==> config.mk <==
export PLATFORM = sky130hd
export DESIGN_NAME = marquee_display
export DESIGN_NICKNAME = d
export VERILOG_FILES = /design/src/rtl/marquee_pkg.sv /design/src/rtl/marquee_display_rate_tick.sv /design/src/rtl/marquee_display.sv
export SDC_FILE = /design/constraint.sdc
export NUM_CORES = 1
export LEC_CHECK = 0
export ABC_AREA = 1
export BUFFER_PORTS_ARGS = -buffer_cell sky130_fd_sc_hd__buf_4
export CAP_MARGIN = 20
export CORE_ASPECT_RATIO = 1.25
export CORE_MARGIN = 3
export CORE_UTILIZATION = 35
export DETAILED_ROUTE_END_ITERATION = 8
export PLACE_DENSITY = 0.47
export SKIP_LAST_GASP = 1
export SYNTH_ARGS = -nofsm -noshare
export SYNTH_HDL_FRONTEND = slang
export SYNTH_HIERARCHICAL = 1
export SYNTH_SLANG_ARGS = --single-unit
==> constraint.sdc <==
create_clock -name clk -period 3 [get_ports clk]
set_input_delay 0.3 -clock clk [delete_from_list [all_inputs] [get_ports clk]]
set_output_delay 0.3 -clock clk [all_outputs]
set_load 0.05 [all_outputs]
==> src/rtl/marquee_pkg.sv <==
// marquee_pkg
// Shared definitions for the marquee display engine: character-ROM codes
// and the display mode encoding.
package marquee_pkg;

    // Character-ROM codes (digits 0..9 map to their own value)
    localparam logic [4:0] CH_0     = 5'd0;
    localparam logic [4:0] CH_1     = 5'd1;
    localparam logic [4:0] CH_2     = 5'd2;
    localparam logic [4:0] CH_3     = 5'd3;
    localparam logic [4:0] CH_4     = 5'd4;
    localparam logic [4:0] CH_5     = 5'd5;
    localparam logic [4:0] CH_6     = 5'd6;
    localparam logic [4:0] CH_7     = 5'd7;
    localparam logic [4:0] CH_8     = 5'd8;
    localparam logic [4:0] CH_9     = 5'd9;
    localparam logic [4:0] CH_G     = 5'd16;
    localparam logic [4:0] CH_O     = 5'd22;
    localparam logic [4:0] CH_U     = 5'd27;
    localparam logic [4:0] CH_Z     = 5'd29;
    localparam logic [4:0] CH_BLANK = 5'd31;

    // Display mode, as presented on the mode input
    typedef enum logic {
        MODE_SCROLL = 1'b0,
        MODE_EDIT   = 1'b1
    } mode_e;

endpackage

==> src/rtl/marquee_display_rate_tick.sv <==
// rate_tick
// Prescaler producing a one-cycle tick every TICK_DIV clocks.
// Ports:
//   clk  - system clock
//   rst  - synchronous active-low reset
//   clr  - restart the count from zero
//   tick - one-cycle pulse when the count reaches TICK_DIV-1
module rate_tick #(
    parameter int unsigned TICK_DIV = 50000000
) (
    input  logic clk,
    input  logic rst,
    input  logic clr,
    output logic tick
);

    localparam int unsigned    CNT_W = (TICK_DIV > 2) ? $clog2(TICK_DIV) : 1;
    localparam logic [CNT_W-1:0] LAST = CNT_W'(TICK_DIV - 1);

    logic [CNT_W-1:0] r_cnt;

    always_ff @(posedge clk) begin
        if (!rst) begin
            r_cnt <= '0;
        end else if (clr || (r_cnt == LAST)) begin
            r_cnt <= '0;
        end else begin
            r_cnt <= r_cnt + CNT_W'(1);
        end
    end

    // A clear in the terminal cycle suppresses the tick so the first tick
    // after a clear is always a full TICK_DIV cycles away.
    assign tick = (r_cnt == LAST) && !clr;

endmodule

==> src/rtl/marquee_display.sv <==
// marquee_display
// Seven-segment text engine: writable message buffer shown as a wrapping
// marquee (scroll mode) or per-digit decimal counters (edit mode).
// Ports:
//   clk, rst           - clock, synchronous active-low reset
//   mode               - 0 scroll, 1 edit
//   direction          - scroll direction, 1 = offset increments
//   btn                - debounced button; rising edge selects next edit digit
//   msg_we/waddr/wdata - message buffer write port
//   addr_bus           - ROM address per digit, digit 0 in MSBs (registered)
//   dp_mask            - one-hot selected digit in edit mode (registered)
//   wrap               - one-cycle pulse when the scroll offset wraps (registered)
module marquee_display
    import marquee_pkg::*;
#(
    parameter int unsigned N_DIGITS   = 4,
    parameter int unsigned MSG_LEN    = 5,
    parameter int unsigned CHAR_W     = 5,
    parameter int unsigned TICK_DIV   = 50000000,
    parameter int unsigned BLANK_CHAR = 31
) (
    input  logic                         clk,
    input  logic                         rst,
    input  logic                         mode,
    input  logic                         direction,
    input  logic                         btn,
    input  logic                         msg_we,
    input  logic [$clog2(MSG_LEN)-1:0]   msg_waddr,
    input  logic [CHAR_W-1:0]            msg_wdata,
    output logic [N_DIGITS*CHAR_W-1:0]   addr_bus,
    output logic [N_DIGITS-1:0]          dp_mask,
    output logic                         wrap
);

    localparam int unsigned OFF_W = $clog2(MSG_LEN);
    localparam int unsigned SEL_W = (N_DIGITS > 1) ? $clog2(N_DIGITS) : 1;
    localparam logic [CHAR_W-1:0] BLANK    = CHAR_W'(BLANK_CHAR);
    localparam logic [OFF_W-1:0]  LAST_OFF = OFF_W'(MSG_LEN - 1);
    localparam logic [SEL_W-1:0]  LAST_SEL = SEL_W'(N_DIGITS - 1);
    localparam logic [OFF_W:0]    LEN_EXT  = (OFF_W+1)'(MSG_LEN);

    logic [CHAR_W-1:0] r_msg [MSG_LEN];
    logic [OFF_W-1:0]  r_offset;
    logic [SEL_W-1:0]  r_sel;
    logic [3:0]        r_val [N_DIGITS];
    logic              r_btn_q;
    mode_e             r_mode_q;
    logic              r_wrap_ev;

    logic [N_DIGITS*CHAR_W-1:0] r_addr_bus;
    logic [N_DIGITS-1:0]        r_dp_mask;
    logic                       r_wrap;

    mode_e                      w_mode;
    logic                       w_clr;
    logic                       w_tick;
    logic                       w_btn_rise;
    logic                       w_waddr_ok;
    logic [N_DIGITS*CHAR_W-1:0] w_addr_next;
    logic [N_DIGITS-1:0]        w_dp_next;
    logic [OFF_W:0]             w_idx;
    logic [CHAR_W-1:0]          w_char;

    assign w_mode     = mode_e'(mode);
    assign w_clr      = (w_mode != r_mode_q);
    assign w_btn_rise = btn && !r_btn_q;
    assign w_waddr_ok = (32'(msg_waddr) < MSG_LEN);

    rate_tick #(
        .TICK_DIV (TICK_DIV)
    ) u_rate_tick (
        .clk  (clk),
        .rst  (rst),
        .clr  (w_clr),
        .tick (w_tick)
    );

    // State: message buffer, scroll offset, edit counters
    always_ff @(posedge clk) begin
        if (!rst) begin
            for (int unsigned k = 0; k < MSG_LEN; k++) begin
                r_msg[k] <= BLANK;
            end
            for (int unsigned k = 0; k < N_DIGITS; k++) begin
                r_val[k] <= '0;
            end
            r_offset  <= '0;
            r_sel     <= '0;
            r_btn_q   <= 1'b0;
            r_mode_q  <= MODE_SCROLL;
            r_wrap_ev <= 1'b0;
        end else begin
            r_btn_q   <= btn;
            r_mode_q  <= w_mode;
            r_wrap_ev <= 1'b0;

            if (msg_we && w_waddr_ok) begin
                r_msg[msg_waddr] <= msg_wdata;
            end

            if (w_mode == MODE_SCROLL) begin
                if (w_tick) begin
                    if (direction) begin
                        if (r_offset == LAST_OFF) begin
                            r_offset  <= '0;
                            r_wrap_ev <= 1'b1;
                        end else begin
                            r_offset <= r_offset + OFF_W'(1);
                        end
                    end else begin
                        if (r_offset == '0) begin
                            r_offset  <= LAST_OFF;
                            r_wrap_ev <= 1'b1;
                        end else begin
                            r_offset <= r_offset - OFF_W'(1);
                        end
                    end
                end
            end else begin
                // Increment uses the pre-edge selection even if btn moves it now
                if (w_tick) begin
                    r_val[r_sel] <= (r_val[r_sel] == 4'd9) ? 4'd0 : r_val[r_sel] + 4'd1;
                end
                if (w_btn_rise) begin
                    r_sel <= (r_sel == LAST_SEL) ? '0 : r_sel + SEL_W'(1);
                end
            end
        end
    end

    // Output mux from registered state
    always_comb begin
        w_addr_next = '0;
        w_dp_next   = '0;
        w_idx       = '0;
        w_char      = '0;
        for (int unsigned i = 0; i < N_DIGITS; i++) begin
            if (r_mode_q == MODE_EDIT) begin
                w_char = CHAR_W'(r_val[i]);
            end else begin
                // offset < MSG_LEN and i < MSG_LEN, so one subtract reduces the sum
                w_idx = {1'b0, r_offset} + (OFF_W+1)'(i);
                if (w_idx >= LEN_EXT) begin
                    w_idx = w_idx - LEN_EXT;
                end
                w_char = r_msg[w_idx[OFF_W-1:0]];
            end
            w_addr_next[(N_DIGITS-1-i)*CHAR_W +: CHAR_W] = w_char;
        end
        if (r_mode_q == MODE_EDIT) begin
            w_dp_next[LAST_SEL - r_sel] = 1'b1;
        end
    end

    always_ff @(posedge clk) begin
        if (!rst) begin
            r_addr_bus <= {N_DIGITS{BLANK}};
            r_dp_mask  <= '0;
            r_wrap     <= 1'b0;
        end else begin
            r_addr_bus <= w_addr_next;
            r_dp_mask  <= w_dp_next;
            r_wrap     <= r_wrap_ev;
        end
    end

    assign addr_bus = r_addr_bus;
    assign dp_mask  = r_dp_mask;
    assign wrap     = r_wrap;

endmodule

## Word-level counts from Yosys, hierarchy flattened

Memories as Yosys holds them, arrays and structs flattened. A register that Yosys moved wholly into a read port is not among the register bits.
Cells that the tools add are included.

| operators by class | value |
|---|---|
| add/sub/neg operators | 13 |
| reductions and logical operators | 15 |
| order comparisons | 7 |
| equal/unequal tests | 5 |
| bitwise logic cells | 3 |
| muxes and demuxes | 38 |

Operators with widths:

| cell | count |
|---|---|
| 3-bit two-way mux | 12 |
| 26-bit by 1-bit adder with 26-bit output (second input constant) | 1 |
| 26-bit == test (second input constant) | 1 |
| 5-bit two-way mux | 5 |
| 1-bit two-way mux | 14 |
| 4-bit by 3-bit greater-or-equal comparator with 1-bit output (second input constant) | 3 |
| 3-bit subtractor (second input constant) | 4 |
| 3-bit by 2-bit adder with 4-bit output (second input constant) | 2 |
| 2-bit two-way mux | 4 |
| 4-bit two-way mux | 2 |
| 2-bit AND reduction | 3 |
| 5-bit OR reduction | 1 |
| 3-bit by 1-bit adder with 4-bit output (second input constant) | 1 |
| 4-bit by 1-bit adder with 4-bit output (second input constant) | 1 |
| 4-bit == test (second input constant) | 1 |
| 1-bit logical AND | 4 |
| 4-bit OR reduction | 1 |
| 3-bit by 1-bit adder with 3-bit output (second input constant) | 1 |
| 3-bit == test (second input constant) | 1 |
| 3-bit greater-or-equal comparator (second input constant) | 1 |
| 3-bit logical NOT | 1 |
| 2-bit by 3-bit less-than comparator with 1-bit output (second input constant) | 1 |
| 3-bit less-than comparator (second input constant) | 1 |
| 1-bit inverter | 3 |
| 11 further kinds | 12 |

| word-level totals | value |
|---|---|
| memory bits (writable) | 41 |
| output and inout bits | 25 |
| memories kept | 2 |
| register bits after elaboration | 59 |
| input port bits | 14 |
| logic and storage cells | 92 |

Memories:

| name | depth | bits a word | read ports | clocked after Yosys merged registers in | wr ports | line | text |
|---|---|---|---|---|---|---|---|
| r_msg | 5 | 5 | 4 | 0 | 5 | marquee_display.sv:42 | `logic [CHAR_W-1:0] r_msg [MSG_LEN];` |
| r_val | 4 | 4 | 5 | 1 | 4 | marquee_display.sv:45 | `logic [3:0] r_val [N_DIGITS];` |

## Depth between registers and ports, before layout

Gate-level depths: netlist (run 1).

| depth | value |
|---|---|
| word-level depth | 9 |
| mapped depth | 14 |
| gate-level depth less buffers | 13 |

## Modules after synthesis

Netlist (run 1), hierarchy kept.

Modules (own cells, without submodules):

| module | seq. area each (um^2) | area an instance (um^2) | instances | cells each |
|---|---|---|---|---|
| marquee_display | 2382.3 | 5476.5 | 1 | 738 |
| rate_tick | 520.5 | 1455.1 | 1 | 219 |

## Least setup slack after synthesis (run 1)

No wires, ideal clock.

| timing | value |
|---|---|
| path kind | reg2reg |
| start | register r_offset[0] |
| end | register r_addr_bus[5], in the netlist addr_bus[5] |
| cell stages (with the launch flop) | 13 |
| path buffers | 0 |
| required time | 2.885 ns |
| data arrival time | 2.066 ns |
| clock period less this slack | 2.181 ns |
| library setup time | 0.115 ns |
| setup slack | 0.819 ns |
| cell sequence | dfxtp_1 -> inv_2 -> ha_1 -> inv_1 -> fa_1 -> a21oi_1 -> nand2_1 -> o21ai_0 -> clkinv_1 -> nand3_1 -> nand3_1 -> nand3_1 -> nand2_1 |

| on the way | value |
|---|---|
| word-level cells in the longest chain between the ends | 6 |
| elaborated cells between the ends (all ways) | 7 |
| classes of those cells | add/sub: 2; order compare: 1; mux: 3; memory: 1 |

RTL lines:

| item | line | text |
|---|---|---|
| start: declaration | marquee_display.sv:43 | `logic [OFF_W-1:0] r_offset;` |
| start signal: assignment | marquee_display.sv:108 | `r_offset <= r_offset + OFF_W'(1);` |
| start signal: assignment | marquee_display.sv:115 | `r_offset <= r_offset - OFF_W'(1);` |
| 3-bit by 2-bit adder with 4-bit output (*) | marquee_display.sv:142 | `w_idx = {1'b0, r_offset} + (OFF_W+1)'(i);` |
| 4-bit by 3-bit greater-or-equal comparator with 1-bit output or 3-bit subtractor (tied branches) | marquee_display.sv:143, marquee_display.sv:144 |  |
| 3-bit two-way mux (*) | marquee_display.sv:143 | `if (w_idx >= LEN_EXT) begin` |
| 3-bit two-way mux (*) | marquee_display.sv:138 | `if (r_mode_q == MODE_EDIT) begin` |
| memory read 5 x 5 bit (*) | n/a |  |
| 5-bit two-way mux (*) | marquee_display.sv:138 |  |
| end signal: assignment | marquee_display.sv:157 | `r_addr_bus <= {N_DIGITS{BLANK}};` |
| end signal: assignment | marquee_display.sv:161 | `r_addr_bus <= w_addr_next;` |
| end: declaration | marquee_display.sv:50 | `logic [N_DIGITS*CHAR_W-1:0] r_addr_bus;` |

Mark *: on every way between the ends. The rest lies on a longest branch, timed or not. The select of a mux whose other input is x is not followed.
A chain may end at the register's enable or synchronous reset.

## Worst setup path after layout (run 1)

| timing | value |
|---|---|
| start | register r_offset[1] |
| end | register r_addr_bus[3], in the netlist addr_bus[3] |

Same word-level chain as after synthesis.

==> results by group, run 1 <==
Status
  • Run status: complete, no violations

Pwr
  • Leak pwr: 0.00345 uW
  • Peak VDD IR: 0.406 mV
  • PD cells: about 540 nW/um^2

Die
  • Initial core utilization: 36.2%
  • Die height: 163 um
  • Core area: 19,100 sq um
  • I/O Pins: 39
  • Die footprint: about 22,000 sq um
  • Site Rows: 56
  • Width of the die: 132 um

Placement
  • Port Buffers: 38
  • Placer congestion estimate: roughly 0.96
  • Post-DP HPWL: approximately 17 mm
  • Placed Cells: 1,258

Timing
  • Final setup violation count: 0
  • Final period util: 89.3%
  • Clk_skew: 0.0171 ns
  • Worst slew margin: a little over a third
  • Fin. max-slew vios: 0
  • Hold Fails Final Rpt: 0
  • Fmax: 0.373 GHz
  • Min Tclk post-route: 2.68 ns
  • TNS Setup: 0 ns
  • Slew @ Worst Pin: 0.967 ns
  • RSZ-0062 raised after global routing: no

Clock tree
  • Postcts setup bufs: 0
  • Hold Buf Count CTS: 0
  • Worst-path clk slew: 0.06 ns
  • Htree depth: 4
  • CTS root buf: clkbuf_16
  • CTS tree: built
  • Clock Latency Late Sink: 0.43 ns
  • CTS max path bufs: 2
  • TritonCTS buffer count: 17
  • Sink Count: between 100 and 150
  • Post-CTS Resized: 0

Global routing
  • Aggregate global routing overflow: 0
  • Initial antenna violation count: 0
  • All-layer global routing usage: 21.2%
  • Largest net degree at the start of global routing: 27
  • First-pass GRT wire length: approximately 35 mm
  • Vias in the first global route: approximately 6,400

Worst setup path
  • CP Cell Sequence: inv_1 > ha_1 > ha_1 > inv_1 > o21ai_0 > inv_1 > nand3_1 > nand3_1 > nand2_1
  • CP required: between 3 and 4 ns
  • Crit-path max FO: 7
  • Critical path's slowest cell: o21ai_0
  • Worst path most repeated cell: inv_1
  • Arrival @ worst endpoint: ~3 ns
  • Max stage delay on crit path: 0.62 ns
  • CP Launch Type: flop
  • CP Capture Type: flop
  • Setup CP Type: reg -> reg

Cells and area
  • Number of inserted diodes: 0
  • Fraction of layout cells with a size suffix above 1: 12.2%
  • # fillers: 2,044
  • Fin cells: around 1,300
  • Register Area: 2900 sq um
  • Post-layout net count: 1,047
  • Synth-to-layout area growth: 17.9%
  • Multi-input gate area: about 3400 sq um

Route
  • Vias: between 6,000 and 7,000
  • DRC: 0
  • Total iterations of the first detailed-routing run: 7
  • Final WL: 22.1 mm
  • Initial detailed-routing violation count: 469
  • Drt via density: 4.97
  • DR WL/cell: 17.2 um
  • Antenna-violating nets left: 0

Logic synthesis
  • Synth warn: 6
  • Synth Area in Adders: 3.18%
  • Top cells by area, synth: edfxtp_1 24%, dfxtp_1 18%, nand2_1 15%, nand3_1 12%, inv_1 6.3%
  • Main flop type after synthesis: dfxtp_1
  • Post-Synth Simple-Gate Area: 36.1%
  • Post-synthesis compound-gate area fraction: a little over 7%
  • Yosys top cell by area: edfxtp_1
  • Largest family of logic cells by synthesized area: simple AND/OR/NAND/NOR gates
  • Mux share of post-synthesis cell area: 0%
  • Synth cell types: 41
  • Post-synth EDFFs: 56
  • Register area share after synthesis: 41.9%
  • Yosys reg bits: 117
  • Avg Inst Size Synth: 7.24 sq um
  • XOR/XNOR Fraction of Synth Area: 2.40%
  • Synth Cell Area: 6930 sq um
  • Synth async-reset ratio: 0%
  • Synth top area share: about a quarter
  • Mapped Cells: 957

Worst hold path
  • Worst min path class: in -> reg

Run
  • Max cap viols: 0
## cell usage after synthesis (3+ instances only)
cell type / number
ha_1: 16
nand2_4: 4
o21ai_0: 27
a21oi_1: 23
edfxtp_1: 56
nand3_1: 161
o21ai_2: 4
dfxtp_1: 61
nor2_2: 9
o211ai_1: 8
nand2_1: 272
inv_1: 117
inv_2: 4
nor3_1: 5
nor2_4: 5
nor2_1: 91
or2_2: 5
buf_6: 7
o21ai_1: 10
xnor2_1: 10
o22ai_1: 3
nand3b_1: 3
xor2_1: 9
nand4_1: 3
buf_4: 3
clkbuf_1: 6
buf_2: 10
nand2_2: 8
## metal layers
metal / share of wire, % / GRT usage, % / routed length [um]
met5: 0 / 0 / 0
met4: 5.9 / 13.3 / 1300
met3: 5.6 / 4.81 / 1240
met2: 46 / 34.2 / 10200
met1: 42 / 25.7 / 9400
## per-stage QoR
step | setup slack (ns) | instance area, sq um | total power, uW | utilization [%] | hold WS, ns
6_report | 0.321 | 8170 | 4440 | 42.7 | 0.0687
4_1_cts | 0.291 | 8170 | 4480 | 42.7 | 0.0602
5_1_grt | 0.0507 | 8170 | 4610 | 42.7 | 0.0758
2_1_floorplan | 0.819 | 6980 | 2080 | - | 0.390
3_5_place_dp | 0.291 | 7530 | 2240 | 39.4 | 0.410
3_3_place_gp | 0.243 | 7530 | 2250 | 39.4 | 0.418
## report_power, final
group	total (uW)	internal, uW	switching (uW)
sequential	1800	1750	45.5
clock	2230	1460	767
combinational	417	114	303
total	4440	3330	1120
## flip-flops by register name (all words and copies together), names as in the netlist, named ones only
name,cells
r_msg,40
r_val,16
dp_mask,4
r_sel,2
addr_bus,20
r_btn_q,1
r_wrap_ev,1
r_offset,3
wrap,1
u_rate_tick/r_cnt,26
r_mode_q,1
## layout make-up
cell class | count | share of cell area (%)
Sequential cell | 117 | 35.5
Multi-Input combinational cell | 704 | 42.2
Clock buffer | 17 | 5.21
Inverter | 123 | 5.65
Tap cell | 261 | 4.00
Clock inverter | 14 | 2.57
Timing Repair Buffer | 53 | 4.87
## kinds of logic (layout without fill, tap and decap cells)
kind of cell,count (synthesis),after routing
buffers and inverters,150,207
AO/OA/AOI/OAI,84,84
AND/OR/NAND/NOR,569,569
adder cells (fa/ha/maj),17,17
XOR/XNOR,19,19
flip-flops,117,117
other,1,15
## worst max-delay path, delay by kind of cell, from the launching register on
family / cells / cell delay (ns)
AO/OA/AOI/OAI: 1 / 0.62
adder cells (fa/ha/maj): 2 / 0.58
buffers and inverters: 3 / 0.55
flip-flops: 1 / 0.50
AND/OR/NAND/NOR: 3 / 0.38
## final timing paths
check	cells past startpoint	from	endpoint	slack [ns]
setup reg to reg	9	r_offset[1]	addr_bus[3]	0.32
setup / recovery	9	r_offset[1]	addr_bus[3]	0.32
hold / removal	3	btn	r_btn_q	0.07
hold reg to reg	2	r_wrap_ev	wrap	0.42
## layout by cell type (no fill, tap or decap), drive strengths merged
| cell | count |
|---|---|
| nand2 | 284 |
| nand3 | 163 |
| inv | 121 |
| nor2 | 105 |
| dfxtp | 61 |
| edfxtp | 56 |
| buf | 53 |
| o21ai | 41 |
| a21oi | 24 |
| clkbuf | 17 |
| ha | 16 |
| conb | 15 |
| xnor2 | 10 |
| xor2 | 9 |
| o211ai | 9 |
| clkinv | 8 |
| or2 | 5 |
| nor3 | 5 |
| bufinv | 5 |
| o22ai | 3 |
| nand3b | 3 |
| nand4 | 3 |
| clkinvlp | 3 |
| a211oi | 2 |
| o21bai | 2 |
| a221oi | 1 |
| a32oi | 1 |
| a41oi | 1 |
| fa | 1 |
| and2 | 1 |
(Power assumes the default switching activity.)
==> run 2, diff against run 1 <==
Clock period 3 ns to 3.3 ns, I/O delays scaled along.
==> run 2 against run 1 <==
Maximum frequency decreased by 1.0%; first-iteration DRC count grew 44%; critical path depth increased by 3; sequential power down 9%; cell area down 1.4%; setup slack better by 0.27 ns; worst hold slack improved by 0.038 ns; sequential share of layout area is 0.52 points higher; critical endpoint is now addr_bus[5]; largest cell class unchanged; highest routed layer unchanged.
==> results by group, run 2 (synthesis results as in run 1) <==
Worst setup path
  • Crit-path max FO: 20 (+13)
  • Worst r2r path cells: 12 (+3)
  • CP Capture Type: flop
  • Worst setup startpoint: r_offset[0]
  • R2R Path End: addr_bus[5]
  • Arrival @ worst endpoint: 2.99 ns (-0.05 ns)
  • CP required: 3.59 ns (+0.23 ns)
  • Reg-to-Reg Start: r_offset[0]
  • Setup CP Type: reg -> reg
  • CP Cell Sequence: inv_2 > ha_1 > inv_1 > fa_1 > a21oi_1 > nand2_1 > nand2_1 > nand2_1 > nand3_1 > nand3_1 > nand3_1 > nand2_1
  • Worst setup path endpoint: addr_bus[5]
  • CP Launch Type: flop
  • Max stage delay on crit path: 0.53 ns (-0.09 ns)
  • Worst path most repeated cell: nand2_1
  • Critical path's slowest cell: nand2_1
  • Reg-to-reg slack, setup: 0.59 ns (+0.27 ns)

Timing
  • Clk_skew: 0.00719 ns (-0.00991 ns)
  • Fmax: 0.370 GHz (-1.0%)
  • Worst slew margin: 48.2% (+13 points)
  • Hold slack: 0.106 ns (+0.0376 ns)
  • Slew @ Worst Pin: 0.768 ns (-0.199 ns)
  • Final setup violation count: 0 (unchanged)
  • RSZ-0062 raised after global routing: no
  • Fin. max-slew vios: 0 (unchanged)
  • Min Tclk post-route: 2.71 ns (+0.0273 ns)
  • Final period util: 82.0% (-7.3 points)
  • TNS Setup: 0 ns (unchanged)
  • Hold Fails Final Rpt: 0 (unchanged)

Cells and area
  • Fraction of layout cells with a size suffix above 1: 11.9% (-0.26 points)
  • Post-layout net count: 1,043 (-0.38%)
  • Commonest non-fill, non-tap cell in the layout: nand2_1
  • Synth-to-layout area growth: 16.2%
  • Max reg flops: 40 (unchanged)
  • Most frequent cells in the layout: 272 x nand2_1, 161 x nand3_1, 117 x inv_1, 91 x nor2_1, 61 x dfxtp_1
  • Register with the most flip-flops: r_msg
  • Number of inserted diodes: 0 (unchanged)
  • Register Area: 2900 sq um (unchanged)
  • Multi-input gate area: 3440 sq um (about the same)
  • # fillers: 2,051 (+0.34%)

Global routing
  • Vias in the first global route: 6,267 (-1.6%)
  • First-pass GRT wire length: 34.1 mm (-3.0%)
  • Largest net degree at the start of global routing: 30 (+11%)
  • Initial antenna violation count: 0 (unchanged)
  • Aggregate global routing overflow: 0 (unchanged)
  • All-layer global routing usage: 20.4% (-0.83 points)

Run
  • Max cap viols: 0 (unchanged)

Route
  • Initial detailed-routing violation count: 674 (+44%)
  • DRC: 0 (unchanged)
  • Final WL: 21.3 mm (-3.7%)
  • DR WL/cell: 16.6 um (-3.5%)
  • Antenna-violating nets left: 0 (unchanged)
  • Vias: 6,320 (-1.4%)
  • Total iterations of the first detailed-routing run: 5 (-2)
  • Drt via density: 4.91 (-1.2%)

Clock tree
  • Post-CTS Resized: 0 (unchanged)
  • CTS max path bufs: 2 (unchanged)
  • Hold Buf Count CTS: 0 (unchanged)
  • Clock Latency Late Sink: 0.41 ns (-0.02 ns)
  • CTS root buf: clkbuf_16
  • Sink Count: 117 (unchanged)
  • Postcts setup bufs: 0 (unchanged)
  • CTS tree: built
  • Worst-path clk slew: 0.06 ns (about the same)
  • Htree depth: 4 (unchanged)
  • TritonCTS buffer count: 17 (unchanged)

Pwr
  • PD cells: 465 nW/um^2 (-15%)
  • Leak pwr: 0.00340 uW (-1.4%)
  • Peak VDD IR: 0.316 mV (-22%)

Placement
  • Port Buffers: 38 (unchanged)
  • Placer congestion estimate: 1.01 (+5.1%)
  • Post-DP HPWL: 16.1 mm (-2.7%)

Worst hold path
  • Worst min path class: in -> reg

Die
  • Initial core utilization: 36.2% (unchanged)
  • Die height: 163 um (unchanged)
  • Width of the die: 132 um (unchanged)
  • Die footprint: 21,500 sq um (unchanged)
  • I/O Pins: 39 (unchanged)
  • Core area: 19,100 sq um (unchanged)
  • Site Rows: 56 (unchanged)

Status
  • Run status: complete, no violations
==> run 2: metal layers <==
metal | vias to the layer above | routed length [um] | track usage [%]
met3 | 41 | 1050 | 3.70
met4 | 0 | 778 | 9.46
met1 | 2879 | 9370 | 25.7
met5 | - | 0 | 0
li1 | 3188 | - | -
met2 | 212 | 10100 | 34.0
==> run 2: cell type report <==
| cell class | instances | area share [%] |
|---|---|---|
| Clock buffer | 19 | 5.50 |
| Clock inverter | 13 | 1.34 |
| Inverter | 123 | 5.73 |
| Multi-Input combinational cell | 704 | 42.8 |
| Sequential cell | 117 | 36.1 |
| Tap cell | 261 | 4.06 |
| Timing Repair Buffer | 49 | 4.57 |
==> run 2: per-stage QoR <==
stage / area [sq um] / cells / worst slack (ns) / util [%] / power (uW)
finish: 8050 / 1286 / 0.594 / 42.1 / 3740
global route: 8050 / 1286 / 0.325 / 42.1 / 3890
CTS: 8050 / 1286 / 0.639 / 42.1 / 3780
detailed placement: 7500 / 1254 / 0.640 / 39.2 / 2040
global placement: 7500 / 1254 / 0.668 / 39.2 / 2040
floorplan: 6980 / 971 / 1.12 / - / 1890
==> run 2: critical path: cells and delay by family (launching register included) <==
kind	cells	cell delay [ns]
AND/OR/NAND/NOR	7	1.16
AO/OA/AOI/OAI	1	0.25
adder cells (fa/ha/maj)	2	0.59
buffers and inverters	2	0.24
flip-flops	1	0.31
==> run 2: power by group <==
group | leakage [uW] | internal (uW) | switching [uW] | total [uW]
Combinational | 0.00209 | 104 | 272 | 376
Sequential | 0.00105 | 1590 | 38.9 | 1630
Clock | 0.000267 | 1050 | 685 | 1730
==> run 2: how the worst min path moves through the flow <==
stage | slack (ns) | start | endpoint | depth (start not counted)
after global placement | 0.43 | u_rate_tick/r_cnt[0] | u_rate_tick/r_cnt[0] | 1
after CTS | 0.09 | btn | r_btn_q | 3
after global routing | 0.10 | btn | r_btn_q | 3
after detailed placement | 0.44 | u_rate_tick/r_cnt[0] | u_rate_tick/r_cnt[0] | 1
after floorplan | 0.39 | r_wrap_ev | wrap | 2
final | 0.11 | btn | r_btn_q | 3
